`config.mk`:
```
export PLATFORM = sky130hd
export DESIGN_NAME = fm_phase_discriminator_flat
export DESIGN_NICKNAME = d
export VERILOG_FILES = /design/src/rtl/fm_phase_discriminator_if.sv /design/src/rtl/fm_phase_discriminator.sv /design/src/flat_wrapper.sv
export SDC_FILE = /design/constraint.sdc
export NUM_CORES = 1
export LEC_CHECK = 0
export ABC_AREA = 1
export CORE_MARGIN = 5
export CORE_UTILIZATION = 54
export CTS_BUF_LIST = sky130_fd_sc_hd__clkbuf_4
export CTS_CLUSTER_DIAMETER = 60
export DETAILED_ROUTE_END_ITERATION = 7
export GPL_ROUTABILITY_DRIVEN = 0
export GPL_TIMING_DRIVEN = 0
export PLACE_DENSITY_LB_ADDON = 0.3
export SLEW_MARGIN = 20
export SYNTH_ARGS = -nofsm -noshare
export SYNTH_HDL_FRONTEND = slang
export SYNTH_SLANG_ARGS = --single-unit
export TNS_END_PERCENT = 50
```
`constraint.sdc`:
```
create_clock -name s00_axis_aclk -period 4.25 [get_ports s00_axis_aclk]
set_input_delay 1.275 -clock s00_axis_aclk [delete_from_list [all_inputs] [get_ports s00_axis_aclk]]
set_output_delay 1.275 -clock s00_axis_aclk [all_outputs]
set_load 0.01 [all_outputs]
```
`src/rtl/fm_phase_discriminator_if.sv`:
```
// AXI-Stream style bundle used on both sides of the FM phase discriminator.
// Master drives payload and valid; slave drives ready.
interface fm_phase_discriminator_if #(
  parameter int DATA_W = 32
) ();
  logic                  tvalid;
  logic                  tready;
  logic                  tlast;
  logic [DATA_W-1:0]     tdata;
  logic [DATA_W/8-1:0]   tstrb;

  modport master (
    output tvalid,
    output tlast,
    output tdata,
    output tstrb,
    input  tready
  );

  modport slave (
    input  tvalid,
    input  tlast,
    input  tdata,
    input  tstrb,
    output tready
  );
endinterface

```
`src/rtl/fm_phase_discriminator.sv`:
```
// FM demodulator back end: wrapped phase difference of CORDIC samples, squelched,
// averaged over C_DECIM inputs and emitted as signed 16-bit audio on AXI-Stream.
module fm_phase_discriminator #(
  parameter int C_S00_AXIS_TDATA_WIDTH = 32,
  parameter int C_M00_AXIS_TDATA_WIDTH = 32,
  parameter int C_DECIM                = 8,
  parameter int C_MAG_THRESHOLD        = 64
) (
  input  logic                            s00_axis_aclk,
  input  logic                            s00_axis_aresetn,
  fm_phase_discriminator_if.slave         s00_axis,
  fm_phase_discriminator_if.master        m00_axis
);

  localparam int SHIFT = $clog2(C_DECIM);
  localparam int ACC_W = 16 + SHIFT;
  localparam int CNT_W = (SHIFT > 0) ? SHIFT : 1;
  localparam logic [CNT_W-1:0] CNT_LAST = CNT_W'(C_DECIM - 1);
  localparam logic [15:0]      MAG_THR  = 16'(C_MAG_THRESHOLD);

  if (C_S00_AXIS_TDATA_WIDTH != 32) begin : g_bad_s_width
    $fatal(1, "fm_phase_discriminator: C_S00_AXIS_TDATA_WIDTH must be 32");
  end
  if (C_M00_AXIS_TDATA_WIDTH != 32) begin : g_bad_m_width
    $fatal(1, "fm_phase_discriminator: C_M00_AXIS_TDATA_WIDTH must be 32");
  end
  if (C_DECIM < 1 || C_DECIM > 256 || (C_DECIM & (C_DECIM - 1)) != 0) begin : g_bad_decim
    $fatal(1, "fm_phase_discriminator: C_DECIM must be a power of two in 1..256");
  end
  if (C_MAG_THRESHOLD < 0 || C_MAG_THRESHOLD > 65535) begin : g_bad_thr
    $fatal(1, "fm_phase_discriminator: C_MAG_THRESHOLD must fit in 16 bits");
  end

  logic [15:0]             prev_phase_q, prev_phase_d;
  logic                    have_prev_q, have_prev_d;
  logic signed [ACC_W-1:0] acc_q, acc_d;
  logic [CNT_W-1:0]        count_q, count_d;
  logic                    out_valid_q, out_valid_d;
  logic                    out_last_q, out_last_d;
  logic [31:0]             out_data_q, out_data_d;

  logic                    s_ready;
  logic                    accept;
  logic                    emit;
  logic [15:0]             phase;
  logic [15:0]             mag;
  logic signed [15:0]      delta;
  logic signed [ACC_W-1:0] acc_next;
  logic [15:0]             out_sample;
  logic                    unused_tstrb;

  assign unused_tstrb = ^s00_axis.tstrb;

  // Input is only taken when the output register is free or draining this cycle,
  // so a stalled output freezes all accumulation state.
  assign s_ready         = !out_valid_q || m00_axis.tready;
  assign s00_axis.tready = s_ready;
  assign accept          = s00_axis.tvalid && s_ready;

  assign phase = s00_axis.tdata[31:16];
  assign mag   = s00_axis.tdata[15:0];

  // Modular 16-bit subtraction gives the shortest signed angle step directly.
  always_comb begin
    delta = '0;
    if (have_prev_q && (mag >= MAG_THR)) begin
      delta = $signed(phase - prev_phase_q);
    end
  end

  assign acc_next   = acc_q + ACC_W'(delta);
  assign emit       = accept && ((count_q == CNT_LAST) || s00_axis.tlast);
  assign out_sample = 16'(acc_next >>> SHIFT);

  always_comb begin
    prev_phase_d = prev_phase_q;
    have_prev_d  = have_prev_q;
    acc_d        = acc_q;
    count_d      = count_q;
    out_valid_d  = out_valid_q;
    out_last_d   = out_last_q;
    out_data_d   = out_data_q;

    if (out_valid_q && m00_axis.tready) begin
      out_valid_d = 1'b0;
    end

    if (accept) begin
      prev_phase_d = phase;
      have_prev_d  = !s00_axis.tlast;
      if (emit) begin
        // Partial bursts use the same shift, i.e. missing samples count as zero.
        acc_d       = '0;
        count_d     = '0;
        out_valid_d = 1'b1;
        out_last_d  = s00_axis.tlast;
        out_data_d  = {{16{out_sample[15]}}, out_sample};
      end else begin
        acc_d   = acc_next;
        count_d = count_q + 1'b1;
      end
    end
  end

  always_ff @(posedge s00_axis_aclk or negedge s00_axis_aresetn) begin
    if (!s00_axis_aresetn) begin
      prev_phase_q <= '0;
      have_prev_q  <= 1'b0;
      acc_q        <= '0;
      count_q      <= '0;
      out_valid_q  <= 1'b0;
      out_last_q   <= 1'b0;
      out_data_q   <= '0;
    end else begin
      prev_phase_q <= prev_phase_d;
      have_prev_q  <= have_prev_d;
      acc_q        <= acc_d;
      count_q      <= count_d;
      out_valid_q  <= out_valid_d;
      out_last_q   <= out_last_d;
      out_data_q   <= out_data_d;
    end
  end

  assign m00_axis.tvalid = out_valid_q;
  assign m00_axis.tlast  = out_last_q;
  assign m00_axis.tdata  = out_data_q;
  assign m00_axis.tstrb  = 4'hf;

endmodule

```
`src/flat_wrapper.sv`:
```
// flat-port wrapper written by rule: the top's interface ports become plain ports
module fm_phase_discriminator_flat 
#(
  parameter int C_S00_AXIS_TDATA_WIDTH = 32,
  parameter int C_M00_AXIS_TDATA_WIDTH = 32,
  parameter int C_DECIM                = 8,
  parameter int C_MAG_THRESHOLD        = 64
)
  (s00_axis_aclk, s00_axis_aresetn, s00_axis_tvalid, s00_axis_tlast, s00_axis_tdata, s00_axis_tstrb, s00_axis_tready, m00_axis_tvalid, m00_axis_tlast, m00_axis_tdata, m00_axis_tstrb, m00_axis_tready);
  fm_phase_discriminator_if s00_axis_i ();
  fm_phase_discriminator_if m00_axis_i ();
  input  logic s00_axis_aclk;
  input  logic s00_axis_aresetn;
  input wire logic [$bits(s00_axis_i.tvalid)-1:0] s00_axis_tvalid;
  input wire logic [$bits(s00_axis_i.tlast)-1:0] s00_axis_tlast;
  input wire logic [$bits(s00_axis_i.tdata)-1:0] s00_axis_tdata;
  input wire logic [$bits(s00_axis_i.tstrb)-1:0] s00_axis_tstrb;
  output wire logic [$bits(s00_axis_i.tready)-1:0] s00_axis_tready;
  output wire logic [$bits(m00_axis_i.tvalid)-1:0] m00_axis_tvalid;
  output wire logic [$bits(m00_axis_i.tlast)-1:0] m00_axis_tlast;
  output wire logic [$bits(m00_axis_i.tdata)-1:0] m00_axis_tdata;
  output wire logic [$bits(m00_axis_i.tstrb)-1:0] m00_axis_tstrb;
  input wire logic [$bits(m00_axis_i.tready)-1:0] m00_axis_tready;
  assign s00_axis_i.tvalid = s00_axis_tvalid;
  assign s00_axis_i.tlast = s00_axis_tlast;
  assign s00_axis_i.tdata = s00_axis_tdata;
  assign s00_axis_i.tstrb = s00_axis_tstrb;
  assign s00_axis_tready = s00_axis_i.tready;
  assign m00_axis_tvalid = m00_axis_i.tvalid;
  assign m00_axis_tlast = m00_axis_i.tlast;
  assign m00_axis_tdata = m00_axis_i.tdata;
  assign m00_axis_tstrb = m00_axis_i.tstrb;
  assign m00_axis_i.tready = m00_axis_tready;
  fm_phase_discriminator #(.C_S00_AXIS_TDATA_WIDTH(C_S00_AXIS_TDATA_WIDTH), .C_M00_AXIS_TDATA_WIDTH(C_M00_AXIS_TDATA_WIDTH), .C_DECIM(C_DECIM), .C_MAG_THRESHOLD(C_MAG_THRESHOLD)) u_core (.s00_axis_aclk(s00_axis_aclk), .s00_axis_aresetn(s00_axis_aresetn), .s00_axis(s00_axis_i), .m00_axis(m00_axis_i));
endmodule
```
======== Word-level counts from Yosys, hierarchy flattened ========
Cells that the tools add are included.
cells by class
  reduce and logical (&&, ||, !) cells .... 9
  divide/modulo/power cells ............... 0
  equal/unequal tests ..................... 1
  $mul .................................... 0
  muxes and demuxes ....................... 6
  bitwise gates (word level) .............. 0
  add/subtract/negate cells ............... 3
  shift-type cells ........................ 0
  $lt $le $gt $ge ......................... 1
operator list
  kind                 number
  $add 19x16->19       1
  $mux 19              1
  $ge 16x7->1 const B  1
  $mux 16              1
  $sub 16x16->16       1
  $logic_and 1x1->1    4
  $add 3x1->3 const B  1
  $eq 3x3->1 const B   1
  $mux 1               3
  $mux 3               1
  $logic_not 1->1      2
  $logic_or 1x1->1     2
  $reduce_and 2->1     1
word-level totals
  memories kept ........................... 0
  RAM bits ................................ 0
  bits in latches ......................... 0
  output and inout port bits .............. 39
  ROM bits ................................ 0
  word-level logic and storage cells ...... 27
  bits in registers ....................... 57
  bits of input ports ..................... 41

======== Depth between registers and ports, before layout ========
Gate-level depths: netlist of the first run.
  depth after elaboration ................. 6
  depth in mapped cells ................... 25
  gate-level depth less buffers ........... 25

======== Least setup slack after synthesis of the first run ========
No wires, ideal clock.
  path type ............................... in2reg
  start point ............................. input s00_axis_tdata[16]
  end point ............................... register u_core.acc_q[17]
  cell stages on the path ................. 21
  path slack .............................. 0.263 ns
  library setup time ...................... 0.118 ns
  arrival ................................. 3.869 ns
  path through ............................ inv_1 ha_1 fa_1 inv_1 nand3_1 nand2_1 inv_1 o21a_1 inv_2 a21oi_1 o21ai_1 nand2_1 nand2_1 nor2_1 ha_1 a21oi_1 o21ai_0 a211oi_1 nand4_1 nand3_1 nand2_1
between the ends
  word-level cells in the longest chain between the ends .. 4
RTL lines
  what                  RTL line                       source
  start, declared       flat_wrapper.sv:16             input wire logic [$bits(s00_axis_i.tdata)-1:0] s00_axis_tdata;
  $sub 16x16->16        fm_phase_discriminator.sv:67   delta = $signed(phase - prev_phase_q);
  $mux 16               fm_phase_discriminator.sv:66   if (have_prev_q && (mag >= MAG_THR)) begin
  $add 19x16->19        fm_phase_discriminator.sv:71   assign acc_next = acc_q + ACC_W'(delta);
  $mux 19               fm_phase_discriminator.sv:91   if (emit) begin
  end signal, assigned  fm_phase_discriminator.sv:109  acc_q <= '0;
  end signal, assigned  fm_phase_discriminator.sv:117  acc_q <= acc_d;
  end, declared         fm_phase_discriminator.sv:36   logic signed [ACC_W-1:0] acc_q, acc_d;
No other way between the ends.
A chain may end at the register's enable or synchronous reset.

======== Worst setup path after layout of the first run ========
  start point ............................. input s00_axis_tdata[19]
  end point ............................... register u_core.acc_q[13]
The elaborated chain is that of the path after synthesis.

==> impl_metrics.tcl, run 1 <==
set metrics [dict create \
    syn_inst 554 \
    endpoint "u_core.acc_q[13]$_DFFE_PN0P_" \
    start_util_pct 55.90 \
    combPwrFrac_pct 61.2 \
    nFillCells 534 \
    cp-startpoint "s00_axis_tdata[19]" \
    cp_num_cells 20 \
    drtPass1Iterations 5 \
    hold_viol_final 0 \
    viasPerCell 5.343 \
    power_frac_seq_pct 26.4 \
    setup_violations 0 \
    p_int_mw 1.819 \
    fp.dieW_um 97.11 \
    ys_seq_area_share_pct 34.81 \
    root_buffer "clkbuf_4" \
    slew_headroom_pct 51.21 \
    p_leak_nw 2.681 \
    cap_violations 0 \
    dpl_cell_area_mm2 0.004881 \
    drc_errors 0 \
    layout_common_cells "nand2_1, clkdlybuf4s50_1, dfrtp_1" \
    power_density_mw_per_mm2 592.4 \
    overflow 0 \
    muxShareOfSynthArea_pct 0 \
    fin_nets 720 \
    final_cell_area_mm2 0.005378 \
    clk_latency_ns 0.41 \
    syn_area_mm2 0.004098 \
    startpoint_type "primary input" \
    ys_warn_count 0 \
    synth_top_family_by_area "simple AND/OR/NAND/NOR gates" \
    die_h_um 97.11 \
    r2r_start "u_core.prev_phase_q[0]$_DFFE_PN0P_" \
    num_vias 3986 \
    path_cells "clkdlybuf4s50_1 -> ha_2 -> a21oi_1 -> nand2_2 -> inv_1 -> o21a_1 -> inv_2 -> a21oi_1 -> o21ai_1 -> nand2_1 -> nand2_2 -> nor2_2 -> ha_4 -> a21oi_2 -> o21ai_2 -> a21oi_1 -> o21ai_1 -> or2_1 -> nand3_1 -> nand2_1" \
    clockBufferDepth 2 \
    cts.sinks 57 \
    wl_per_cell_um 14.70 \
    async_flop_share_pct 100.0 \
    initialDrtViolationCount 246 \
    hold_path.class "reg -> reg" \
    track_usage_pct 22.09 \
    swShare_pct 42.91 \
    diodes 0 \
    die-area_mm2 0.009430 \
    critPathArrivalTime_ns 4.45 \
    cts_max_level 3 \
    final_common_cell "nand2_1" \
    drive_above_1_share_pct 19.32 \
    min_period_ns 4.160 \
    grt_pass1_wl_um 17390 \
    hpwl_um 7803 \
    grt_max_degree 58 \
    slowest_delay_ns 0.50 \
    ys_ff_latch 57 \
    rows 31 \
    worst_r2r_path_depth 20 \
    tightest_slew_ns 0.7318 \
    cts-buffers-inserted 9 \
    avgSynthCellArea_um2 7.397 \
    core_area_mm2 0.007331 \
    synth_flop_cell "dfrtp_1" \
    synth-xor-area-share_pct 2.565 \
    end_kind "flip-flop" \
    ir_drop_mv 0.3772 \
    critPathBufInv 3 \
    final_cells 746 \
    grt_pass1_vias 3888 \
    drv_slew 0 \
    synth_adder_area_share_pct 11.66 \
    skew_ns 0.01764 \
    path_class "in -> reg" \
    cpMaxStageDelayCell "clkdlybuf4s50_1" \
    path_common_cell "a21oi_1" \
    postRouteAntennaNets 0 \
    synth_compound_area_share_pct 15.63 \
    cp_max_fo 5 \
    area_delta_synth_final_pct 31.24 \
    ff2ff_setup_slack_ns 0.88 \
    p_sw_mw 1.367 \
    tritoncts "done" \
    synth_edf_count 0 \
    status "complete, no violations" \
    clkTransAtPathRegs_ns 0.09 \
    antenna_found_initial 0 \
    place.port_buffers 65 \
    drt-total-wl_um 10970 \
    worst_ep_required_time_ns 4.54 \
    multi_input_area_mm2 0.002551 \
    ys_types 37 \
    fmax_ghz 0.2404 \
    fin_crit_sh_pct 97.89 \
    r2r_end "u_core.acc_q[13]$_DFFE_PN0P_" \
    power_frac_clock_pct 12.4 \
    regArea_mm2 0.001426 \
    cp_top_family "compound AO/OA/AOI/OAI gates" \
    synthSimpleGateAreaFrac_pct 25.04 \
    dp.cells 721 \
    io_pins 80 \
]
==> how the worst min path moves through the flow <==
stage / from / to / depth (start not counted)
detailed placement: u_core.m00_axis.tlast$_DFFE_PN0P_ / u_core.m00_axis.tlast$_DFFE_PN0P_ / 2
finish: u_core.m00_axis.tlast$_DFFE_PN0P_ / u_core.m00_axis.tlast$_DFFE_PN0P_ / 2
floorplan: u_core.acc_q[10]$_DFFE_PN0P_ / u_core.acc_q[10]$_DFFE_PN0P_ / 2
global route: u_core.m00_axis.tdata[8]$_DFFE_PN0P_ / u_core.m00_axis.tdata[8]$_DFFE_PN0P_ / 2
global placement: u_core.m00_axis.tlast$_DFFE_PN0P_ / u_core.m00_axis.tlast$_DFFE_PN0P_ / 2
CTS: u_core.m00_axis.tlast$_DFFE_PN0P_ / u_core.m00_axis.tlast$_DFFE_PN0P_ / 2
==> cell usage after synthesis (3+ instances only) <==
master	number	area [um^2]
nand4_1	4	25.02
nor3_1	5	25.02
nand2_1	158	593.1
xor2_1	4	35.03
nor2_1	36	135.1
o31ai_1	3	22.52
nand3_1	34	170.2
inv_1	56	210.2
a21oi_1	39	195.2
o21ai_1	4	20.02
a22o_1	7	61.31
ha_1	35	437.9
a21o_1	3	22.52
o21a_1	5	37.54
xnor2_1	8	70.07
dfrtp_1	57	1426
clkbuf_1	4	15.01
o21ai_0	35	175.2
nand2_2	3	18.77
nor2_2	4	25.02
buf_2	7	35.03
buf_4	20	150.1
==> power groups by stage <==
stage	Sequential (mW)	Combinational (mW)	Clock, mW
6_report	0.841	1.95	0.394
5_1_grt	0.866	2.12	0.434
4_1_cts	0.830	1.73	0.406
3_5_place_dp	0.837	1.66	0
3_3_place_gp	0.830	1.61	0
2_1_floorplan	0.850	1.06	0
==> layer usage <==
layer	GRT usage (%)	part of all wire, %	vias up
met4	9.179	2.4	0
met2	36.78	48	149
met3	4.235	5.9	28
li1	-	-	1971
met1	28.04	44	1838
met5	0	0	-
==> metrics by stage <==
step	setup TNS (ns)	util (%)	power (mW)	worst slack (ns)	hold WS, ns
3_5_place_dp	-10.36	66.58	2.494	-0.6292	0.4594
5_1_grt	-0.1895	73.36	3.417	-0.04427	0.5081
2_1_floorplan	0	-	1.907	0.2635	0.4554
6_report	0	73.36	3.185	0.08974	0.4754
4_1_cts	0	69.65	2.966	0.01680	0.4819
3_3_place_gp	-7.968	66.62	2.438	-0.5453	0.4556
==> kinds of logic after synthesis <==
family                   Yosys count
AO/OA/AOI/OAI                    109
XOR/XNOR                          12
adder cells (fa/ha/maj)           37
buffers and inverters             89
flip-flops                        57
other                              1
AND/OR/NAND/NOR                  249
==> tightest hold or removal path, delay by kind of cell, from the launching register on <==
kind | cells | cell delay, ns
simple gates | 2 | 0.09
flops | 1 | 0.35
==> area by class of cell <==
cell class	count	share of cell area (%)
sequential	57	26.52
timing repair buffer	74	13.36
clock inverter	4	0.8143
buffer	31	3.769
clock buffer	12	1.675
tap	99	2.303
inverter	58	4.118
multi-input combinational	411	47.44
==> sequential cells by signal, indices dropped and copies added (netlist names) <==
register and cells:
u_core.prev_phase_q 16, u_core.m00_axis.tvalid 1, u_core.acc_q 19, u_core.m00_axis.tlast 1, u_core.m00_axis.tdata 16, u_core.have_prev_q 1
u_core.count_q 3
==> repair_timing <==
item	CTS	global route
setup buffers	4	5
gates resized for setup	20	51
pin swaps	14	27
endpoints found under the setup margin	14	18
hold buffers	0	0
(Power assumes the default switching activity.)
==> inputs of run 2 (changes only) <==
SKIP_CTS_REPAIR_TIMING = 1   (was unset)
==> run 2 against run 1 <==
Compared with the run above: setup slack got worse by 0.028 ns; hold slack about the same; clock skew decreased by 0.0027 ns; global-route usage fell by 0.42 points; utilization down 0.87 points.
==> impl_metrics.tcl, run 2 (same netlist as run 1, synthesis figures left out) <==
set metrics [dict create \
    status "complete, no violations" \
    largest_reg_flops 19 \
    nFillCells 532 \
    ir_drop_mv 0.3928 \
    cts.sinks 57 \
    drtPass1Iterations 5 \
    fp.dieW_um 97.11 \
    grt_max_degree 58 \
    track_usage_pct 21.67 \
    drv_slew 0 \
    clkTransAtPathRegs_ns 0.09 \
    use_met3_pct 4.164 \
    overflow 0 \
    fin_nets 719 \
    grt_pass1_vias 3819 \
    tritoncts "done" \
    hold_viol_final 0 \
    grt_use_met1_pct 27.88 \
    grt_pass1_wl_um 17080 \
    drc_errors 0 \
    critPathArrivalTime_ns 4.48 \
    initialDrtViolationCount 247 \
    cp_max_fo 5 \
    final_common_cell "nand2_1" \
    tightest_slew_ns 0.7173 \
    path_class "in -> reg" \
    num_vias 4044 \
    end_kind "flip-flop" \
    hpwl_um 7803 \
    rows 31 \
    drt-total-wl_um 10950 \
    layout_common_cells "nand2_1, clkdlybuf4s50_1, dfrtp_1" \
    diodes 0 \
    viasPerCell 5.428 \
    clk_latency_ns 0.40 \
    die-area_mm2 0.009430 \
    skew_ns 0.01492 \
    cts-buffers-inserted 9 \
    core_area_mm2 0.007331 \
    startpoint_type "primary input" \
    drive_above_1_share_pct 19.04 \
    root_buffer "clkbuf_4" \
    postRouteAntennaNets 0 \
    largest_register "u_core.acc_q" \
    slew_headroom_pct 52.18 \
    p_total_mw 3.124 \
    globalRoute.busiestLayer "met2" \
    grtUsageMet2_pct 35.88 \
    power_density_mw_per_mm2 587.9 \
    p_leak_nw 2.646 \
    final_util_pct 72.49 \
    antenna_found_initial 0 \
    start_util_pct 55.90 \
    die_h_um 97.11 \
    fmax_ghz 0.2387 \
    hold_path.class "reg -> reg" \
    worst_ep_required_time_ns 4.54 \
    setup_violations 0 \
    area_delta_synth_final_pct 29.68 \
    wl_per_cell_um 14.70 \
    cap_violations 0 \
    clockBufferDepth 2 \
    min_period_ns 4.189 \
    fin_crit_sh_pct 98.56 \
    place.port_buffers 65 \
    io_pins 80 \
    cts_max_level 3 \
]
[run 2: final cells by class]
| type | count | area, um^2 | share of cell area, % |
|---|---|---|---|
| clock inverters | 4 | 43.79 | 0.8241 |
| clock buffers | 12 | 90.09 | 1.695 |
| well taps | 99 | 123.9 | 2.331 |
| plain buffers | 31 | 202.7 | 3.814 |
| flip-flops and latches | 57 | 1426 | 26.84 |
| inverters | 58 | 221.5 | 4.168 |
| repair buffers | 73 | 710.7 | 13.37 |
| multi-input cells | 411 | 2495 | 46.95 |
[run 2: path summary, 6_finish.rpt]
| path | start | endpoint | slack [ns] | cells past startpoint |
|---|---|---|---|---|
| min in group asynchronous | s00_axis_aresetn | u_core.prev_phase_q[3]$_DFFE_PN0P_ | 0.92 | 1 |
| max in group asynchronous | s00_axis_aresetn | u_core.acc_q[13]$_DFFE_PN0P_ | 2.85 | 1 |
| min | u_core.m00_axis.tlast$_DFFE_PN0P_ | u_core.m00_axis.tlast$_DFFE_PN0P_ | 0.48 | 2 |
| max | s00_axis_tdata[17] | u_core.acc_q[13]$_DFFE_PN0P_ | 0.06 | 21 |
| max reg2reg | u_core.prev_phase_q[0]$_DFFE_PN0P_ | u_core.acc_q[13]$_DFFE_PN0P_ | 0.85 | 20 |
| min reg2reg | u_core.m00_axis.tlast$_DFFE_PN0P_ | u_core.m00_axis.tlast$_DFFE_PN0P_ | 0.48 | 2 |
[run 2: routing by layer]
metal | vias to the layer above | share of wire, %
met2 | 176 | 47
met4 | 0 | 3.0
met3 | 39 | 6.8
met1 | 1861 | 43
li1 | 1968 | -
met5 | - | 0
[run 2: through the flow]
step                hold WS, ns  setup slack (ns)  setup TNS, ns  cells  area, um^2
floorplan                0.4554            0.2635              0    557        4109
detailed placement       0.4594           -0.6292         -10.36    721        4881
global placement         0.4556           -0.5453         -7.968    721        4883
CTS                      0.4819           -0.2238         -1.988    737        5015
global route             0.5081           -0.1209        -0.6589    745        5314
finish                   0.4755           0.06130              0    745        5314
[run 2: critical path, stage by stage]
cell,delay (ns)
clkdlybuf4s50_1,0.48
inv_1,0.07
fa_2,0.33
inv_2,0.07
nand3_2,0.07
nand2_2,0.08
inv_1,0.04
o21a_1,0.21
inv_2,0.11
a21oi_2,0.07
o21ai_1,0.22
nor2_1,0.09
nor2_2,0.19
ha_4,0.26
a21oi_2,0.18
o21ai_2,0.09
a21oi_1,0.13
o21ai_1,0.13
or2_1,0.25
nand3_1,0.07
nand2_1,0.06
[run 2: where the power goes]
part / internal (mW) / switching (mW) / leakage, nW / total (mW)
clock: 0.196 / 0.200 / 0.0787 / 0.396
combinational: 0.877 / 1.01 / 1.85 / 1.89
sequential: 0.713 / 0.124 / 0.722 / 0.837
total: 1.79 / 1.34 / 2.65 / 3.12
==> inputs of run 3 (changes only) <==
CORE_MARGIN = 4   (was 5)
==> run 3 against run 2 <==
Compared with the run above: flip-flop and latch count unchanged; power shrank 2.8%; utilization fell by 0.58 points; highest routed layer unchanged; cell count shrank 0.27%; fmax increased by 0.99%; non-clock buffer count down 2; sequential power hardly changed; critical path depth up 1.
==> impl_metrics.tcl, run 3 (same netlist as run 1, synthesis figures left out) <==
set metrics [dict create \
    start_util_pct 55.90 \
    clockBufferDepth 2 \
    num_vias 4026 \
    path_cells "clkdlybuf4s50_1 -> inv_1 -> fa_2 -> inv_2 -> nand3_2 -> nand2_2 -> inv_1 -> o21a_1 -> inv_2 -> a21oi_2 -> inv_1 -> buf_4 -> a21oi_2 -> ha_2 -> nand2_4 -> nor2_2 -> buf_4 -> nand2_1 -> o21ai_1 -> nand2_1 -> nand3_1 -> nand2_1" \
    r2r_start "u_core.prev_phase_q[0]$_DFFE_PN0P_" \
    largest_register "u_core.acc_q" \
    area_delta_synth_final_pct 28.64 \
    cp-startpoint "s00_axis_tdata[17]" \
    timing.setup.tns_ns 0 \
    setup_violations 0 \
    startpoint_type "primary input" \
    hold_viol_final 0 \
    cts-buffers-inserted 9 \
    fin_nets 717 \
    hold_path.class "reg -> reg" \
    hpwl_um 7765 \
    place.port_buffers 65 \
    fp.dieW_um 95.11 \
    slowest_delay_ns 0.48 \
    critPathArrivalTime_ns 4.45 \
    fmax_ghz 0.2411 \
    skew_ns 0.02041 \
    status "complete, no violations" \
    wl_per_cell_um 14.42 \
    overflow 0 \
    power_density_mw_per_mm2 575.8 \
    cts_max_level 3 \
    rows 31 \
    die-area_mm2 0.009046 \
    drive_above_1_share_pct 17.08 \
    track_usage_pct 22.91 \
    initialDrtViolationCount 208 \
    drc_errors 0 \
    slew_headroom_pct 51.81 \
    io_pins 80 \
    final_common_cell "nand2_1" \
    drtPass1Iterations 6 \
    cts.sinks 57 \
    clk_latency_ns 0.41 \
    fin_hold_ws_ns 0.4876 \
    viasPerCell 5.419 \
    min_period_ns 4.148 \
    p_leak_nw 2.629 \
    cpMaxStageDelayCell "clkdlybuf4s50_1" \
    ir_drop_mv 0.3571 \
    drt-total-wl_um 10710 \
    fin_crit_sh_pct 97.59 \
    path_class "in -> reg" \
    layout_common_cells "nand2_1, clkdlybuf4s50_1, dfrtp_1" \
    worst_ep_required_time_ns 4.55 \
    cp_max_fo 5 \
    drv_slew 0 \
    worstHoldStart "u_core.m00_axis.tlast$_DFFE_PN0P_" \
    antenna_found_initial 0 \
    end_kind "flip-flop" \
    diodes 0 \
    core_area_mm2 0.007331 \
    tightest_slew_ns 0.7228 \
    grt_pass1_vias 3761 \
    cap_violations 0 \
    p_total_mw 3.035 \
    clkTransAtPathRegs_ns 0.10 \
    postRouteAntennaNets 0 \
    largest_reg_flops 19 \
    die_h_um 95.11 \
    grt_pass1_wl_um 16440 \
    root_buffer "clkbuf_4" \
    grt_max_degree 58 \
    tritoncts "done" \
]
==> run 3: final cells by class <==
class	instances	area, um^2
Buffer	31	200.2
Clock buffer	10	75.07
Clock inverter	6	25.02
Fill cell	557	2059
Inverter	58	221.5
Multi-Input combinational cell	411	2504
Sequential cell	57	1426
Tap cell	99	123.9
Timing Repair Buffer	71	695.7
==> run 3: stage by stage <==
| stage | area, um^2 | cells | utilization [%] | setup slack, ns |
|---|---|---|---|---|
| 6_report | 5271 | 743 | 71.91 | 0.1024 |
| 2_1_floorplan | 4109 | 557 | - | 0.2635 |
| 3_3_place_gp | 4883 | 721 | 66.62 | -0.5430 |
| 3_5_place_dp | 4881 | 721 | 66.58 | -0.6338 |
| 4_1_cts | 4981 | 737 | 67.95 | -0.2291 |
| 5_1_grt | 5271 | 743 | 71.91 | -0.03785 |
==> run 3: report_power, final <==
| part | leakage, nW | internal (mW) | switching (mW) | total (mW) |
|---|---|---|---|---|
| Sequential | 0.722 | 0.713 | 0.123 | 0.836 |
| Clock | 0.0601 | 0.117 | 0.205 | 0.322 |
| Combinational | 1.85 | 0.869 | 1.01 | 1.88 |
==> run 3: final timing paths <==
kind,endpoint,slack (ns),depth (start not counted)
setup / recovery,u_core.m00_axis.tdata[11]$_DFFE_PN0P_,0.10,22
hold / removal,u_core.m00_axis.tlast$_DFFE_PN0P_,0.49,2
setup reg to reg,u_core.m00_axis.tdata[11]$_DFFE_PN0P_,0.88,21
hold reg to reg,u_core.m00_axis.tlast$_DFFE_PN0P_,0.49,2
max in group asynchronous,u_core.acc_q[11]$_DFFE_PN0P_,2.84,1
min in group asynchronous,u_core.prev_phase_q[2]$_DFFE_PN0P_,0.91,1
==> run 3: routing by layer <==
layer  up-vias  track usage [%]  wire length [um]
li1       1967                -                 -
met5         -                0                 0
met3        37            3.788               667
met4         0            10.82               312
met1      1872            28.99              4564
met2       150            38.08              5168
==> run 3: critical path, delay by kind of cell <==
kind | cells | cell delay, ns
AND/OR/NAND/NOR | 8 | 0.71
buffers and inverters | 8 | 1.12
AO/OA/AOI/OAI | 4 | 0.57
adder cells (fa/ha/maj) | 2 | 0.76
